### config.mk
export PLATFORM = sky130hd
export DESIGN_NAME = keypad_scanner
export DESIGN_NICKNAME = d
export VERILOG_FILES = /design/src/rtl/keypad_pkg.sv /design/src/rtl/sync_2ff.sv /design/src/rtl/keypad_scanner.sv
export SDC_FILE = /design/constraint.sdc
export NUM_CORES = 1
export LEC_CHECK = 0
export BUFFER_PORTS_ARGS = -buffer_cell sky130_fd_sc_hd__buf_4
export CORE_MARGIN = 3
export CORE_UTILIZATION = 23
export DETAILED_ROUTE_END_ITERATION = 6
export SLEW_MARGIN = 30
export SYNTH_ARGS = -nofsm -noshare
export SYNTH_HDL_FRONTEND = slang
export SYNTH_SLANG_ARGS = --single-unit
export TNS_END_PERCENT = 10
### constraint.sdc
create_clock -name clk -period 2.1 [get_ports clk]
set_input_delay 0.105 -clock clk [delete_from_list [all_inputs] [get_ports clk]]
set_output_delay 0.105 -clock clk [all_outputs]
set_load 0.01 [all_outputs]
### src/rtl/keypad_pkg.sv
`default_nettype none
// ============================================================================
// Module   : keypad_pkg
// Brief    : Shared state encoding, matrix size and helpers for the 4x4 scanner.
// Revision : 1.0 - initial release
// ============================================================================
package keypad_pkg;

  localparam int KP_LINES = 4;

  typedef enum logic [1:0] {
    ST_SCAN     = 2'd0,
    ST_DEBOUNCE = 2'd1,
    ST_HELD     = 2'd2,
    ST_RELEASE  = 2'd3
  } kp_state_t;

  function automatic int kp_max(input int a, input int b);
    return (a > b) ? a : b;
  endfunction

  function automatic logic [KP_LINES-1:0] kp_col_drive(input logic [1:0] col);
    return ~(4'b0001 << col);
  endfunction

  // Lowest-index active-low row wins when several keys share a column.
  function automatic logic [1:0] kp_first_low(input logic [KP_LINES-1:0] rows);
    logic [1:0] idx;
    idx = 2'd0;
    for (int i = KP_LINES - 1; i >= 0; i--) begin
      if (!rows[i]) idx = 2'(i);
    end
    return idx;
  endfunction

endpackage
`default_nettype wire

### src/rtl/sync_2ff.sv
`default_nettype none
// ============================================================================
// Module   : sync_2ff
// Brief    : Generic two-flop synchronizer for asynchronous input buses.
// Revision : 1.0 - initial release
// ============================================================================
module sync_2ff #(
  parameter int               WIDTH   = 1,
  parameter logic [WIDTH-1:0] RST_VAL = '1
) (
  input  logic             clk,
  input  logic             reset_n,
  input  logic [WIDTH-1:0] i_d,
  output logic [WIDTH-1:0] o_q
);

  logic [WIDTH-1:0] r_meta;
  logic [WIDTH-1:0] r_sync;

  always_ff @(posedge clk or negedge reset_n) begin
    if (!reset_n) begin
      r_meta <= RST_VAL;
      r_sync <= RST_VAL;
    end else begin
      r_meta <= i_d;
      r_sync <= r_meta;
    end
  end

  assign o_q = r_sync;

endmodule
`default_nettype wire

### src/rtl/keypad_scanner.sv
`default_nettype none
// ============================================================================
// Module   : keypad_scanner
// Brief    : 4x4 matrix keypad scanner with debounce; optional auto-repeat
//            enabled by defining KEYPAD_REPEAT_EN.
// Revision : 1.0 - initial release
// ============================================================================
module keypad_scanner
  import keypad_pkg::*;
#(
  parameter int SCAN_DIV        = 100000,
  parameter int DEBOUNCE_CYCLES = 2000000,
  parameter int REPEAT_DELAY    = 50000000,
  parameter int REPEAT_PERIOD   = 10000000
) (
  input  logic                clk,
  input  logic                reset_n,
  input  logic [KP_LINES-1:0] row_in,
  output logic [KP_LINES-1:0] col_out,
  output logic [3:0]          key_code,
  output logic                key_valid,
  output logic                key_held
);

  localparam int                 C_CNT_MAX  = kp_max(kp_max(SCAN_DIV, DEBOUNCE_CYCLES), 2);
  localparam int                 C_CNT_W    = $clog2(C_CNT_MAX);
  localparam logic [C_CNT_W-1:0] C_CNT_SAT  = '1;
  localparam logic [C_CNT_W-1:0] C_SCAN_LST = C_CNT_W'(SCAN_DIV - 1);
  localparam logic [C_CNT_W-1:0] C_DEB_LST  = C_CNT_W'(DEBOUNCE_CYCLES - 1);

  logic [KP_LINES-1:0] w_rows_s;
  logic                w_rows_idle;
  logic [C_CNT_W-1:0]  w_cnt_inc;
  logic [1:0]          w_col_nxt;
  logic                w_rep_fire;

  kp_state_t           r_state;
  logic [C_CNT_W-1:0]  r_cnt;
  logic [1:0]          r_col;
  logic [KP_LINES-1:0] r_col_out;
  logic [KP_LINES-1:0] r_pat;
  logic [3:0]          r_code;
  logic                r_valid;
  logic                r_held;

  sync_2ff #(
    .WIDTH   (KP_LINES),
    .RST_VAL ({KP_LINES{1'b1}})
  ) u_row_sync (
    .clk     (clk),
    .reset_n (reset_n),
    .i_d     (row_in),
    .o_q     (w_rows_s)
  );

  assign w_rows_idle = (w_rows_s == {KP_LINES{1'b1}});
  assign w_cnt_inc   = (r_cnt == C_CNT_SAT) ? r_cnt : r_cnt + 1'b1;
  assign w_col_nxt   = r_col + 2'd1;

`ifdef KEYPAD_REPEAT_EN
  localparam int                 C_REP_W   = $clog2(kp_max(kp_max(REPEAT_DELAY, REPEAT_PERIOD), 2));
  localparam logic [C_REP_W-1:0] C_REP_SAT = '1;
  localparam logic [C_REP_W-1:0] C_DLY_LST = C_REP_W'(REPEAT_DELAY - 1);
  localparam logic [C_REP_W-1:0] C_PER_LST = C_REP_W'(REPEAT_PERIOD - 1);

  logic [C_REP_W-1:0] r_rep;
  logic               r_rep_first;

  assign w_rep_fire = (r_state == ST_HELD) && !w_rows_idle &&
                      (r_rep == (r_rep_first ? C_DLY_LST : C_PER_LST));

  // Counter freezes while a release is being debounced and restarts on any return to HELD.
  always_ff @(posedge clk or negedge reset_n) begin
    if (!reset_n) begin
      r_rep       <= '0;
      r_rep_first <= 1'b1;
    end else if (r_state == ST_HELD) begin
      if (w_rep_fire) begin
        r_rep       <= '0;
        r_rep_first <= 1'b0;
      end else if (!w_rows_idle) begin
        r_rep <= (r_rep == C_REP_SAT) ? r_rep : r_rep + 1'b1;
      end
    end else if (r_state != ST_RELEASE || !w_rows_idle) begin
      r_rep       <= '0;
      r_rep_first <= 1'b1;
    end
  end
`else
  logic w_unused_rep;
  assign w_unused_rep = (REPEAT_DELAY != REPEAT_PERIOD);
  assign w_rep_fire   = 1'b0;
`endif

  always_ff @(posedge clk or negedge reset_n) begin
    if (!reset_n) begin
      r_state   <= ST_SCAN;
      r_cnt     <= '0;
      r_col     <= 2'd0;
      r_col_out <= 4'b1110;
      r_pat     <= '1;
      r_code    <= 4'd0;
      r_valid   <= 1'b0;
      r_held    <= 1'b0;
    end else begin
      r_valid <= 1'b0;
      case (r_state)
        ST_SCAN: begin
          if (r_cnt != C_SCAN_LST) begin
            r_cnt <= w_cnt_inc;
          end else begin
            r_cnt <= '0;
            if (w_rows_idle) begin
              r_col     <= w_col_nxt;
              r_col_out <= kp_col_drive(w_col_nxt);
            end else begin
              r_pat   <= w_rows_s;
              r_state <= ST_DEBOUNCE;
            end
          end
        end
        ST_DEBOUNCE: begin
          if (w_rows_s != r_pat) begin
            r_state   <= ST_SCAN;
            r_cnt     <= '0;
            r_col     <= w_col_nxt;
            r_col_out <= kp_col_drive(w_col_nxt);
          end else if (r_cnt == C_DEB_LST) begin
            r_state <= ST_HELD;
            r_cnt   <= '0;
            r_valid <= 1'b1;
            r_code  <= {kp_first_low(r_pat), r_col};
            r_held  <= 1'b1;
          end else begin
            r_cnt <= w_cnt_inc;
          end
        end
        ST_HELD: begin
          if (w_rows_idle) begin
            r_state <= ST_RELEASE;
            r_cnt   <= '0;
          end else if (w_rep_fire) begin
            r_valid <= 1'b1;
          end
        end
        ST_RELEASE: begin
          if (!w_rows_idle) begin
            r_state <= ST_HELD;
            r_cnt   <= '0;
          end else if (r_cnt == C_DEB_LST) begin
            r_state   <= ST_SCAN;
            r_cnt     <= '0;
            r_held    <= 1'b0;
            r_col     <= w_col_nxt;
            r_col_out <= kp_col_drive(w_col_nxt);
          end else begin
            r_cnt <= w_cnt_inc;
          end
        end
        default: r_state <= ST_SCAN;
      endcase
    end
  end

  assign col_out   = r_col_out;
  assign key_code  = r_code;
  assign key_valid = r_valid;
  assign key_held  = r_held;

endmodule
`default_nettype wire

* Word-level counts from Yosys, hierarchy flattened
Index checks and enable logic that the tools add are counted.
** Operators by class
- Equal/unequal tests :: 19
- Shift-type cells :: 1
- Add/sub/neg operators :: 2
- Reductions and logical operators :: 8
- Bitwise logic cells :: 4
- Multiplexer cells :: 39
** Operators by type and width (count)
- two-way mux 21 bit :: 6
- case mux 21 bit (4 select lines) :: 1
- == test 21 bit, second input constant :: 2
- two-way mux 2 bit :: 16
- adder 21 x 1 -> 21 bit, second input constant :: 1
- != test 21 x 17 -> 1 bit, second input constant :: 1
- two-way mux 4 bit :: 5
- != test 2 bit, second input constant :: 9
- case mux 4 bit (3 select lines) :: 1
- AND reduction 5 bit :: 2
- case mux 2 bit (4 select lines) :: 1
- two-way mux 1 bit :: 7
- != test 3 bit, second input constant :: 2
- case mux 2 bit (3 select lines) :: 1
- AND reduction 3 bit :: 2
- AND reduction 6 bit :: 1
- == test 2 bit, second input constant :: 2
- == test 4 bit, second input constant :: 1
- != test 4 bit :: 1
- inverter 4 bit :: 1
- << shifter 1 x 2 -> 4 bit, first input constant :: 1
- inverter 1 bit :: 3
- nonzero test 3 bit :: 1
- adder 2 x 1 -> 2 bit, second input constant :: 1
- other kinds (4) :: 4
** Word-level totals
- Output and inout bits :: 10
- Register bits :: 47
- Word-level logic and storage cells :: 83
- Bits of input ports :: 6

* Depth between registers and ports, before layout
Gate-level depths: netlist of run 1.
- Depth after elaboration :: 6
- Depth in mapped cells :: 7
- Mapped depth without buffers :: 6

* Modules after synthesis
Synthesis of run 1 repeated with hierarchy kept, for this count alone.
** Second synthesis, totals
- Cells, all modules :: 248
- Area, all modules :: 2633.8 um^2
** Modules (own cells, without submodules)
- keypad_scanner :: cells an instance 240, area an instance 2423.6 um^2, times used 1, seq. area each 984.7 um^2
- sync_2ff :: cells an instance 8, area an instance 210.2 um^2, times used 1, seq. area each 210.2 um^2

* Least setup slack after synthesis of run 1
No wires, ideal clock.
- Path type :: reg-to-reg
- From :: register r_cnt[8]
- To :: register r_cnt[10]
- Buffers on the path :: 1
- Arrival :: 1.851 ns
- Data required time :: 1.963 ns
- Clock period less this slack :: 1.988 ns
- Setup time :: 0.137 ns
- Slack :: 0.112 ns
- Stages on the path, launching flop included :: 7
- Cell sequence :: dfrtp_1 nor4b_1 and4_1 nand3_2 a211oi_1 clkbuf_1 nor3_1
** On the way
- Longest elaborated chain between the ends :: 5
- Elaborated cells between the ends (all ways) :: 10
- Those cells by class :: 1 x add/sub; 3 x eq/ne; 6 x mux
** RTL lines
- from (decl) :: RTL line keypad_scanner.sv:38 : logic [C_CNT_W-1:0] r_cnt;
- from (signal assigned) :: RTL line keypad_scanner.sv:110 : r_cnt <= w_cnt_inc;
- from (signal assigned) :: RTL line keypad_scanner.sv:135 : r_cnt <= w_cnt_inc;
- from (signal assigned) :: RTL line keypad_scanner.sv:157 : r_cnt <= w_cnt_inc;
- adder 21 x 1 -> 21 bit / == test 21 bit (equally long branches) :: RTL line keypad_scanner.sv:57 : assign w_cnt_inc = (r_cnt == C_CNT_SAT) ? r_cnt : r_cnt + 1'b1;
- two-way mux 21 bit :: RTL line keypad_scanner.sv:57
- two-way mux 21 bit :: RTL line keypad_scanner.sv:128, keypad_scanner.sv:150
- two-way mux 21 bit (on tied branches) :: RTL line keypad_scanner.sv:147, keypad_scanner.sv:123
- case mux 21 bit (4 select lines) * :: RTL line keypad_scanner.sv:107 : case (r_state)
Every way passes the cells marked *; elsewhere a longest branch is shown, timed or not.
A chain may end at the register's enable or synchronous reset.

* Final worst setup path of run 1
- From :: register r_cnt[4]
- To :: register r_code[2] (netlist: key_code[2])
** On the way
- Longest elaborated chain between the ends :: 2
** RTL lines
- == test 21 bit :: RTL line keypad_scanner.sv:128 : end else if (r_cnt == C_DEB_LST) begin
- AND reduction 3 bit (no line)
- to (signal assigned) :: RTL line keypad_scanner.sv:132 : r_code <= {kp_first_low(r_pat), r_col};
- to (decl) :: RTL line keypad_scanner.sv:42 : logic [3:0] r_code;
No other way between the ends.

==> impl_metrics.toml, run 1 <==
[placement]
preCtsSetupSlack_ns = 0.0698
io_buffers = 15
place_area_sq_mm = 0.00288
hpwlAfterDp_microns = 3590
place_congestion = 0.805
place_inst = 380

[yosys]
postSynthNetCount = 230
synth_area_sq_mm = 0.00244
synth_top_area_cell = "dfrtp_1"
yosysWarningCount = 0
ys_ff_latch = 47
ys_types = 48
yosys.area.top_type_share_pct = 32.8
synthCells = 219
synth-async-reset-ratio_pct = 100
synth-edff-count = 0
syn_avg_cell_area_sq_um = 11.2
synth_top_cells_by_area = "dfrtp_1, dfstp_2, mux2_2"
ys_seq_area_share_pct = 48.9
synth_flop_cell = "dfrtp_1"

[detailed_routing]
via_count = 1877
viasPerCell = 4.78
avgRoutedWirePerCell_microns = 13.2
firstDrtPassIters = 4
drt_wl_total_microns = 5180
route.detailed.drc = 0
drt_iter0_markers = 147
antenna_left = 0

[floorplan]
dieHeight_microns = 109
dieArea_sq_mm = 0.0119
start_util_pct = 24.3
core_area_sq_mm = 0.0100
num_rows = 36
ios = 16
die_w_microns = 109

[global_route]
grt_max_degree = 48
use_met2_pct = 13.9
grt_pass1_vias = 1781
grt_pass1_wl_microns = 8620
track_usage_pct = 9.09
overflow = 0
met3_usage_pct = 2.55
busiest_layer = "met2"
antenna_found_initial = 0
grtUsageMet1_pct = 12.3

[sta]
clock_skew_ns = 0.00386
max_slew_margin_pct = 60.6
post-route-period-util_pct = 95.2
final.min_clock_period_ns = 2.00
slew_violations = 0
hold_viol = 0
fmax_ghz = 0.500
worstMarginPinSlew_ns = 0.591
setup_viol = 0
layout_setup_ws_ns = 0.101

[cts]
clock-sinks = 47
root_buffer = "clkbuf_8"
clk_latency_ns = 0.30
numCtsBuffers = 5
cts_max_path_buffers = 2
htreeDepth = 2
clk_pin_slew_ns = 0.09
tritoncts = "built"

[worst_setup_path]
max_stage_delay_ns = 0.47
r2r-end = "key_code[2]"
cp.depth = 7
endpoint = "key_code[2]"
critPathKind = "reg2reg"
critPathLaunch = "r_cnt[4]"
required_ns = 2.29
slowest_stage = "dfrtp_1"
path_cells = "nand4_4 > buf_4 > nor2_1 > nand3_4 > nor3b_2 > buf_4 > mux2_2"
r2r-start = "r_cnt[4]"
arrival_ns = 2.19
cp_top_family = "simple AND/OR/NAND/NOR gates"
cp_max_fo = 7
r2r_cells = 7
critPathCaptureType = "register"
critPathMostFrequentCell = "buf_4"
cp.buffers_inverters = 2
cp-start-kind = "register"
reg2reg_slack_ns = 0.10

[run]
maxCapViolCount = 0

[layout]
nets = 270
mostFrequentLayoutCells = "buf_4, dfrtp_1, dfstp_2, nand2_1, nor3_1"
diodes = 0
instances_no_fill = 393
multi_input_area_sq_mm = 0.00122
fin_util_pct = 30.8
fin_area_sq_mm = 0.00310
final_common_cell = "buf_4"
drive_gt1_share_pct = 35.0
fill_cells = 1033
seq_area_sq_mm = 0.00120
area_growth_pct = 26.7

[power_and_ir_drop]
fin_total_pwr_mw = 1.66
vdd_drop_max_v = 0.000243
power_density_mw_per_mm2 = 535
leakagePower_nw = 1.24

[worst_hold_path]
hold_class = "in2async"

[run_status]
status = "complete, no violations"
[power by group]
part / switching (mW) / leakage [nW] / internal, mW
sequential: 0.00715 / 0.587 / 0.919
combinational: 0.0233 / 0.587 / 0.0157
clock: 0.312 / 0.0618 / 0.380
total: 0.342 / 1.24 / 1.32
[final cells by class]
class | instances | area share (%)
Timing Repair Buffer | 42 | 11.4
Sequential cell | 47 | 38.6
Inverter | 10 | 1.21
Clock buffer | 8 | 3.96
Multi-Input combinational cell | 153 | 39.4
Tap cell | 133 | 5.37
[worst register-to-register path: stages, from the launching register on]
cell     delay (ns)
dfrtp_1        0.47
nand4_4        0.15
buf_4          0.17
nor2_1         0.24
nand3_4        0.18
nor3b_2        0.18
buf_4          0.16
mux2_2         0.33
[synth_stat cells, drive strengths merged (4+ instances only)]
master,instances
a211oi,11
and3,5
buf,5
clkbuf,4
dfrtp,32
dfstp,15
ha,5
inv,10
mux2,9
mux2i,7
nand2,14
nand3,8
nand4,5
nor2,8
nor3,15
o31ai,7
or4,7
xnor2,9
xor2,4
[cell families after synthesis]
family | count (synthesis) | synth area share, %
adders and majority gates | 5 | 2.56
buffers and inverters | 19 | 3.43
DFF | 47 | 48.9
and+or+nand+nor | 81 | 20.5
muxes | 16 | 7.02
xor gates and xnor gates | 13 | 4.66
AOI/OAI and AO/OA | 38 | 12.9
[registers in the layout, summed over array words and instances (netlist names)]
name	count
r_cnt	21
col_out	4
key_code	4
r_pat	4
u_row_sync.o_q	4
u_row_sync.r_meta	4
r_col	2
r_state	2
key_held	1
key_valid	1
[stage by stage]
step / hold WS, ns / TNS [ns]
6_report: 0.340 / 0
5_1_grt: 0.367 / -0.126
4_1_cts: 0.361 / 0
3_5_place_dp: 0.154 / 0
3_3_place_gp: 0.150 / 0
2_1_floorplan: -0.191 / 0
[timing repair]
| item | CTS | global route |
|---|---|---|
| resized for setup | 0 | 9 |
| endpoints found under the setup margin | 0 | 34 |
| hold buffers | 5 | 0 |
| setup buffers | 0 | 0 |
| hold endpoints to repair | 36 | 0 |
[layer usage]
metal / wire [microns] / share of wire, %
met5: 0 / 0
met4: 91 / 1.8
met3: 198 / 3.8
met2: 2370 / 46
met1: 2520 / 49
[how the worst min path moves through the flow]
stage                               startpoint                end  cells past startpoint
after floorplan                        reset_n         col_out[0]                      0
after global placement                 reset_n           r_cnt[4]                      1
after detailed placement               reset_n           r_cnt[6]                      1
after CTS                 u_row_sync.r_meta[1]  u_row_sync.o_q[1]                      0
after global routing      u_row_sync.r_meta[3]  u_row_sync.o_q[3]                      0
final                                  reset_n           r_cnt[4]                      2
Note: power is estimated with default switching activity, not from simulation.
==> run 2, diff against run 1 <==
--- a/config.mk
+++ b/config.mk
@@ -5,12 +5,15 @@
 export SDC_FILE = /design/constraint.sdc
 export NUM_CORES = 1
 export LEC_CHECK = 0
+export ABC_CLOCK_PERIOD_IN_PS = 2100
 export BUFFER_PORTS_ARGS = -buffer_cell sky130_fd_sc_hd__buf_4
 export CORE_MARGIN = 3
 export CORE_UTILIZATION = 23
+export CTS_BUF_LIST = sky130_fd_sc_hd__clkbuf_8
 export DETAILED_ROUTE_END_ITERATION = 6
 export SLEW_MARGIN = 30
 export SYNTH_ARGS = -nofsm -noshare
 export SYNTH_HDL_FRONTEND = slang
+export SYNTH_HIERARCHICAL = 1
 export SYNTH_SLANG_ARGS = --single-unit
 export TNS_END_PERCENT = 10
==> run 2 against run 1 <==
Compared with the run above: register-to-register slack worse by 0.03 ns; total power is 8.2% lower; critical path depth is 1 lower; global-route usage is 0.95 points higher; wire length is 18% higher; area after synthesis is 7.8% higher; clock power is 20% lower; combinational power is 9.5% higher; first-iteration DRC count is 14% lower; hold slack better by 0.0095 ns; via count is 16% higher.
==> impl_metrics.toml, run 2 <==
[yosys]
synth-edff-count = 0
yosys.area.top_type_share_pct = 30.4
synth_top_cells_by_count = "dfrtp_1, nor3_1, dfstp_2"
postSynthNetCount = 259
yosysWarningCount = 6
synth_area_sq_mm = 0.00263
synthCells = 248
synth-async-reset-ratio_pct = 100
synth_top_area_cell = "dfrtp_1"
ys_seq_area_share_pct = 45.4
synth_top_cells_by_area = "dfrtp_1, dfstp_2, mux2i_1"
synth_flop_cell = "dfrtp_1"
ys_ff_latch = 47
syn_avg_cell_area_sq_um = 10.6
ys_types = 51
synth_most_common_cell = "dfrtp_1"

[global_route]
grt_pass1_vias = 2214
overflow = 0
grt_max_degree = 48
antenna_found_initial = 0
grt_pass1_wl_microns = 10800
track_usage_pct = 10.0

[detailed_routing]
drt_wl_total_microns = 6110
via_count = 2174
antenna_left = 0
route.detailed.drc = 0
avgRoutedWirePerCell_microns = 13.9
firstDrtPassIters = 4
viasPerCell = 4.95
drt_iter0_markers = 126

[floorplan]
dieHeight_microns = 113
num_rows = 38
dieArea_sq_mm = 0.0128
start_util_pct = 23.9
core_area_sq_mm = 0.0110
die_w_microns = 113
ios = 16

[sta]
rsz0062_at_grt = "yes"
max_slew_margin_pct = 60.2
tns_ns = 0
hold_viol = 0
slew_violations = 0
layout_setup_ws_ns = 0.0744
worstMarginPinSlew_ns = 0.592
final.min_clock_period_ns = 2.03
clock_skew_ns = 0.00958
setup_viol = 0
post-route-period-util_pct = 96.5
fmax_ghz = 0.494
whs_ns = 0.349

[power_and_ir_drop]
vdd_drop_max_v = 0.000221
power_density_mw_per_mm2 = 449
leakagePower_nw = 1.40

[placement]
hpwlAfterDp_microns = 4400
preCtsSetupSlack_ns = -0.130
place_congestion = 0.843
io_buffers = 15

[cts]
tritoncts = "built"
clock-sinks = 47
clk_pin_slew_ns = 0.08
htreeDepth = 2
numCtsBuffers = 5
root_buffer = "clkbuf_8"
cts_max_path_buffers = 2
clk_latency_ns = 0.31

[worst_setup_path]
critPathKind = "reg2reg"
critPathCaptureType = "register"
r2r-start = "r_cnt[18]"
critPathLaunch = "r_cnt[18]"
required_ns = 2.28
r2r_cells = 6
arrival_ns = 2.20
cp-start-kind = "register"
cp_max_fo = 21

[layout]
multi_input_area_sq_mm = 0.00146
fin_util_pct = 30.7
final_common_cell = "buf_4"
largest_reg_flops = 21
area_growth_pct = 28.6
seq_area_sq_mm = 0.00119
fill_cells = 1142
diodes = 0
drive_gt1_share_pct = 33.8
mostFrequentLayoutCells = "buf_4, dfrtp_1, nor3_1, dfstp_2, nand2_1"
top_register = "r_cnt"
nets = 309

[run]
maxCapViolCount = 0

[worst_hold_path]
hold_class = "in2async"

[run_status]
status = "complete, no violations"
run 2: changes by cell type after synthesis, sizes merged, moves of 5 or more:
cell,before,now
nor3,15,21
o2111ai,0,5
o211ai,0,5
o21ai,3,9
o2bb2ai,0,7
o31ai,7,2
xor2,4,10
run 2: area by class of cell:
class | instances | share of cell area, %
clock buffer | 5 | 2.03
clock inverter | 3 | 0.517
inverter | 7 | 0.776
multi-input combinational | 183 | 43.1
sequential | 47 | 35.3
tap | 140 | 5.17
timing repair buffer | 54 | 13.1
run 2: critical path, stage by stage (launching register included):
cell      delay [ns]
dfrtp_1         0.38
or3_1           0.42
nor4_4          0.30
nand3_2         0.19
a221oi_4        0.33
buf_12          0.20
a211oi_1        0.06
run 2: path summary, 6_finish.rpt:
check                                          to  slack [ns]
max in group asynchronous               r_cnt[12]        1.35
worst max register to register          r_cnt[19]        0.07
worst min-delay path                     r_cnt[2]        0.35
worst max-delay path                    r_cnt[19]        0.07
worst min register to register  u_row_sync/o_q[3]        0.36
min in group clk                u_row_sync/o_q[3]        0.36
run 2: per-stage QoR:
step	power [mW]	cells	instance area [sq um]
2_1_floorplan	0.947	248	2630
3_3_place_gp	0.977	425	3150
3_5_place_dp	0.979	425	3150
4_1_cts	1.55	438	3290
5_1_grt	1.60	439	3390
6_report	1.52	439	3390
run 2: report_power, final:
group	internal, mW	switching (mW)	total (mW)	leakage, nW
logic	0.0174	0.0252	0.0427	0.766
clock network	0.234	0.319	0.553	0.0488
registers	0.919	0.00628	0.926	0.589
total	1.17	0.351	1.52	1.40
run 2: logic make-up (layout without fill, tap and decap cells):
| logic type | after synthesis | count (layout) | share of synthesized area (%) |
|---|---|---|---|
| AOI/OAI and AO/OA | 56 | 56 | 16.1 |
| xor gates and xnor gates | 16 | 16 | 5.32 |
| adders and majority gates | 5 | 5 | 2.38 |
| buffers and inverters | 18 | 69 | 2.99 |
| DFF | 47 | 47 | 45.4 |
| muxes | 18 | 18 | 7.22 |
| and+or+nand+nor | 88 | 88 | 20.7 |
run 2: timing repair:
action / in CTS / in global routing
pin swaps: 0 / 5
setup endpoints to repair: 25 / 29
endpoints found under the hold margin: 36 / 0
setup buffers: 0 / 1
hold buffers: 5 / 0
gates cloned: 0 / 0
resized for setup: 1 / 15
run 2: metal layers:
| layer | global-route usage (%) | vias up | wire length [microns] |
|---|---|---|---|
| met5 | 0 | - | 0 |
| met4 | 1.92 | 0 | 43 |
| met3 | 1.93 | 5 | 182 |
| met2 | 16.1 | 35 | 2910 |
| met1 | 14.2 | 1079 | 2970 |
| li1 | - | 1055 | - |
